[config.mk]
export PLATFORM = sky130hd
export DESIGN_NAME = fir_output_stage
export DESIGN_NICKNAME = d
export VERILOG_FILES = /design/src/rtl/fir_output_stage.sv
export SDC_FILE = /design/constraint.sdc
export NUM_CORES = 1
export LEC_CHECK = 0
export ABC_AREA = 1
export CORE_MARGIN = 4
export CORE_UTILIZATION = 51
export DETAILED_ROUTE_END_ITERATION = 8
export PLACE_DENSITY = 0.72
export SYNTH_ARGS = -nofsm -noshare
export SYNTH_HDL_FRONTEND = slang
export SYNTH_SLANG_ARGS = --single-unit
[constraint.sdc]
create_clock -name CLK -period 5.8 [get_ports CLK]
set_input_delay 1.45 -clock CLK [delete_from_list [all_inputs] [get_ports CLK]]
set_output_delay 1.45 -clock CLK [all_outputs]
set_load 0.01 [all_outputs]
[src/rtl/fir_output_stage.sv]
// Output stage for the 16-tap FIR: rounding shift, saturation, decimation and a FWFT FIFO.
// Optional pushed-sample counter on o_SampleCount is built only when FIR_OUT_STATS_EN is defined.
module fir_output_stage #(
  parameter int IN_W  = 64,
  parameter int OUT_W = 32,
  parameter int DEPTH = 8
) (
  input  logic                     CLK,
  input  logic                     areset_n,
  input  logic                     en_FIR,
  input  logic [IN_W-1:0]          i_Data,
  input  logic [5:0]               i_Shift,
  input  logic [4:0]               i_Decim,
  input  logic                     i_Clear,
  output logic [OUT_W-1:0]         o_Data,
  output logic                     o_Valid,
  input  logic                     i_Ready,
  output logic [$clog2(DEPTH):0]   o_Level,
  output logic                     o_Sat,
  output logic                     o_Drop,
  output logic [31:0]              o_SampleCount
);

  localparam int AW = $clog2(DEPTH);
  localparam logic [AW:0] LVL_ONE  = (AW+1)'(1);
  localparam logic [AW:0] LVL_FULL = (AW+1)'(DEPTH);

  logic [4:0]      decim_eff;
  logic [IN_W:0]   rnd_add;
  logic [IN_W:0]   sum_full;
  logic [IN_W:0]   shifted;
  logic            sat_now;
  logic [OUT_W-1:0] sat_val;
  logic            keep_now;

  logic [4:0]       cnt_reg;
  logic             s1_keep_reg;
  logic             s1_sat_reg;
  logic [OUT_W-1:0] s1_data_reg;

  logic [OUT_W-1:0] mem [DEPTH];
  logic [AW-1:0]    wr_ptr_reg;
  logic [AW-1:0]    rd_ptr_reg;
  logic [AW:0]      level_reg;
  logic [OUT_W-1:0] head_reg;
  logic             sat_reg;
  logic             drop_reg;

  logic push, pop, full, wr_ok;

  always_comb begin
    decim_eff = i_Decim;
    if (i_Decim == 5'd0)
      decim_eff = 5'd1;
    else if (i_Decim > 5'd16)
      decim_eff = 5'd16;
  end

  // One extra bit keeps the rounding carry of an all-ones input.
  assign rnd_add  = (i_Shift == 6'd0) ? '0 : ((IN_W+1)'(1) << (i_Shift - 6'd1));
  assign sum_full = {1'b0, i_Data} + rnd_add;
  assign shifted  = sum_full >> i_Shift;
  assign sat_now  = |shifted[IN_W:OUT_W];
  assign sat_val  = sat_now ? '1 : shifted[OUT_W-1:0];
  // ">=" rather than "==" so a runtime decrease of i_Decim keeps immediately.
  assign keep_now = (cnt_reg >= (decim_eff - 5'd1));

  always_ff @(posedge CLK or negedge areset_n) begin
    if (!areset_n) begin
      cnt_reg     <= '0;
      s1_keep_reg <= 1'b0;
      s1_sat_reg  <= 1'b0;
      s1_data_reg <= '0;
    end else if (i_Clear) begin
      cnt_reg     <= '0;
      s1_keep_reg <= 1'b0;
      s1_sat_reg  <= 1'b0;
    end else begin
      s1_keep_reg <= en_FIR & keep_now;
      if (en_FIR) begin
        cnt_reg     <= keep_now ? 5'd0 : cnt_reg + 5'd1;
        s1_sat_reg  <= sat_now;
        s1_data_reg <= sat_val;
      end
    end
  end

  assign push  = s1_keep_reg;
  assign pop   = (level_reg != '0) & i_Ready;
  assign full  = (level_reg == LVL_FULL);
  assign wr_ok = push & (~full | pop);

  always_ff @(posedge CLK) begin
    if (wr_ok && !i_Clear)
      mem[wr_ptr_reg] <= s1_data_reg;
  end

  always_ff @(posedge CLK or negedge areset_n) begin
    if (!areset_n) begin
      wr_ptr_reg <= '0;
      rd_ptr_reg <= '0;
      level_reg  <= '0;
      head_reg   <= '0;
      sat_reg    <= 1'b0;
      drop_reg   <= 1'b0;
    end else if (i_Clear) begin
      wr_ptr_reg <= '0;
      rd_ptr_reg <= '0;
      level_reg  <= '0;
      sat_reg    <= 1'b0;
      drop_reg   <= 1'b0;
    end else begin
      if (wr_ok)
        wr_ptr_reg <= wr_ptr_reg + AW'(1);
      if (pop)
        rd_ptr_reg <= rd_ptr_reg + AW'(1);
      case ({wr_ok, pop})
        2'b10:   level_reg <= level_reg + LVL_ONE;
        2'b01:   level_reg <= level_reg - LVL_ONE;
        default: level_reg <= level_reg;
      endcase
      // Head register gives fall-through output and holds the last value when empty.
      if (pop && level_reg > LVL_ONE)
        head_reg <= mem[rd_ptr_reg + AW'(1)];
      else if (wr_ok && (level_reg == '0 || pop))
        head_reg <= s1_data_reg;
      if (push && s1_sat_reg)
        sat_reg <= 1'b1;
      if (push && full && !pop)
        drop_reg <= 1'b1;
    end
  end

  assign o_Data  = head_reg;
  assign o_Valid = (level_reg != '0);
  assign o_Level = level_reg;
  assign o_Sat   = sat_reg;
  assign o_Drop  = drop_reg;

`ifdef FIR_OUT_STATS_EN
  logic [31:0] count_reg;
  always_ff @(posedge CLK or negedge areset_n) begin
    if (!areset_n)
      count_reg <= '0;
    else if (i_Clear)
      count_reg <= '0;
    else if (wr_ok)
      count_reg <= count_reg + 32'd1;
  end
  assign o_SampleCount = count_reg;
`else
  assign o_SampleCount = '0;
`endif

endmodule

==> metrics.txt <==
status=finished clean; CTS tree=built; GRT Overall Usage=32.05%; max FFs per register=256; CTS root buf=clkbuf_16; row count=80; path type of the worst setup path=in2reg; Initial Utilization=51.79%; height of the die=228.4 um; MaxCap Viol Count=0; grt met3 use=4.088%; grt total ovfl=0; leading cell type in the layout, fill and taps excluded=nand2_1; Non-Filler Instances=4,485; # port buffers=118; initial antenna violation count=0; Worst Tran Pin Value=1135 ps; ANT nets after route=0; CTS buffer count=31; Post-synth ARST share=24.48%; total power=7.758 mW; critical path peak fanout=17; worst vdd ir=0.2669 mV; unrepaired setup endpoints after global routing=true; RR Startpoint=rd_ptr_reg[0]; Yosys reg bits=339; post-synth top area share=31.02%; area leader, netlist=edfxtp_1; kind of end point of the critical path=flip-flop; slowest stage cell on the critical path=nor2_1; vias in the first global route=23,170; clk_lat worst skew=570 ps; largest cells by area after synthesis=edfxtp_1 31%, nand2_1 15%, nand3_1 10%; Hold Crit Start=s1_sat_reg; fin crit period=5604 ps; H-tree lvl count=1; most frequent cells in the layout=936 x nand2_1, 437 x nand3_1, 420 x inv_1, 345 x nor2_1, 330 x buf_4; R2R Path End=o_Data[0]; Placed Cells=4,425; DR vias/cell=5.517; DR DRC count=0; largest net degree at the start of global routing=87; DRT iter0 DRCs=2,926; clock slew at reported path FFs=60 ps; GR Layer Usage met2=53.25%; I/O pin cnt=151; most frequent CP cell=nand2_1; post-synthesis sequential area ratio=39.41%; final RePlAce weighted congestion=1.046; first-pass GRT wire length=132.1 mm; DR vias=24,750; Top FF cell, synth=edfxtp_1; Netlist Area Pre-Place=24,780 sq um; Leak=13.81 nW; final WL=85.72 mm; Hold Worst Slack=512.1 ps; Core ar.=47,850 sq um; Layout area overhead=21.45%; # diodes=0; number of synthesized flops with an enable pin=256; most used routing layer=met2; die area=52,180 sq um; warnings from Yosys=0; # fillers=4,361; hold endpoint=s1_sat_reg; Max stage delay on crit path=440 ps; Rel. slew slack=24.19%; power per cell area=257.8 nW/um^2; Sink Count=339; WP data arrival=6050 ps; final hold violations=0; FMAX=0.1784 GHz; post-synthesis cell type count=54; endpoints failing setup=0; crit start category=input port; Clock Skew=18.38 ps; hold depth=2; CP required=6250 ps; Reg2Reg Depth=8; HPWL after detailed placement=65.65 mm; WL per Instance=19.11 um; layout cell share with drive strength beyond 1=16.05%; Max Slew Vio Count=0; Final #Nets=4,002; Die X=228.4 um; Pre-Repair DR Iteration Count=9; r2r setup slk=2290 ps; part of the cycle the worst path needs=96.62%; Hold Crit Class=reg2reg; Synth Instances=3,524; syn_area_per_cell=7.031 sq um; Global Route met1 Usage=42.63%; Max Buffers Root-to-Sink=3
==> power by group <==
part | total [mW] | leakage, nW | switching, mW | internal, mW
combinational | 2.83 | 10.2 | 1.79 | 1.04
clock | 2.01 | 0.497 | 0.857 | 1.15
sequential | 2.92 | 3.13 | 0.171 | 2.75
==> layout make-up <==
cell class / count / area [sq um] / share of cell area (%)
Inverter: 448 / 1685 / 5.601
Clock inverter: 16 / 181.4 / 0.6029
Tap cell: 615 / 769.5 / 2.557
Multi-Input combinational cell: 2573 / 13150 / 43.70
Sequential cell: 339 / 9768 / 32.46
Timing Repair Buffer: 452 / 3701 / 12.30
Clock buffer: 42 / 837.1 / 2.782
==> metrics by stage <==
step | util [%] | setup TNS, ps | instance area, sq um | setup slack [ps]
global placement | 59.67 | -17400 | 28550 | -570.1
finish | 62.89 | 0 | 30090 | 196.0
floorplan | - | 0 | 24900 | 248.3
global route | 62.89 | -1777 | 30090 | -113.3
CTS | 61.84 | 0 | 29590 | 16.83
detailed placement | 59.67 | -19200 | 28550 | -637.2
==> synth_stat cells, types with 2 or more instances <==
cell	instances
o21ai_0	221
xor2_1	18
nor2_2	7
o22ai_1	38
mux2i_1	4
buf_4	34
nor2_1	372
a21oi_1	61
a21oi_2	2
a32o_1	2
nand2_2	19
inv_1	427
o21ai_1	2
a21o_1	2
edfxtp_1	256
ha_1	76
nor2_4	2
xnor2_1	17
or2_2	26
o21bai_1	10
inv_2	14
o221ai_1	31
nor4_2	2
nor3_1	13
nand3_1	498
nor3_2	8
clkbuf_1	99
nand2_1	962
nor4_1	6
dfrtp_1	83
o211ai_1	28
nand4_1	33
o31ai_1	2
and2_1	5
a22oi_1	3
nand3b_1	2
buf_1	45
buf_2	17
o21a_1	2
nand3_2	12
a31oi_1	44
clkinv_1	7
==> metal layers <==
metal	share of wire, %	vias to the layer above
met3	7.9	205
met5	0	-
li1	-	12240
met2	47	1133
met4	4.8	0
met1	41	11170
==> repair_timing <==
action,CTS,global route
setup endpoints to repair,17,33
buffers inserted,0,2
pin swaps,0,20
gates resized for setup,3,124
hold buffers,0,0
==> worst max-delay path: cells and delay by family <==
kind	cells	cell delay (ps)
and+or+nand+nor	23	3290
AOI/OAI and AO/OA	1	180
buffers and inverters	8	820
adders and majority gates	1	300
==> kinds of logic (layout without fill, tap and decap cells) <==
group / count (synthesis) / count (layout) / synth area share, %
other: 1 / 33 / 0.01513
buffers and inverters: 644 / 958 / 10.42
DFF: 339 / 339 / 39.41
xor gates and xnor gates: 35 / 35 / 1.237
muxes: 4 / 4 / 0.1616
AOI/OAI and AO/OA: 454 / 454 / 10.68
adders and majority gates: 77 / 77 / 3.918
and+or+nand+nor: 1970 / 1970 / 34.15
==> worst max-delay path by stage <==
stage	start	end	slack (ps)	cells past startpoint
2_1_floorplan	i_Shift[1]	s1_data_reg[15]	250	35
3_3_place_gp	i_Shift[0]	s1_sat_reg	-570	39
3_5_place_dp	i_Shift[1]	s1_sat_reg	-640	39
4_1_cts	i_Shift[1]	s1_data_reg[1]	20	39
5_1_grt	i_Shift[0]	s1_data_reg[1]	-110	39
6_report	i_Shift[1]	s1_data_reg[1]	200	33
(Power assumes the default switching activity.)
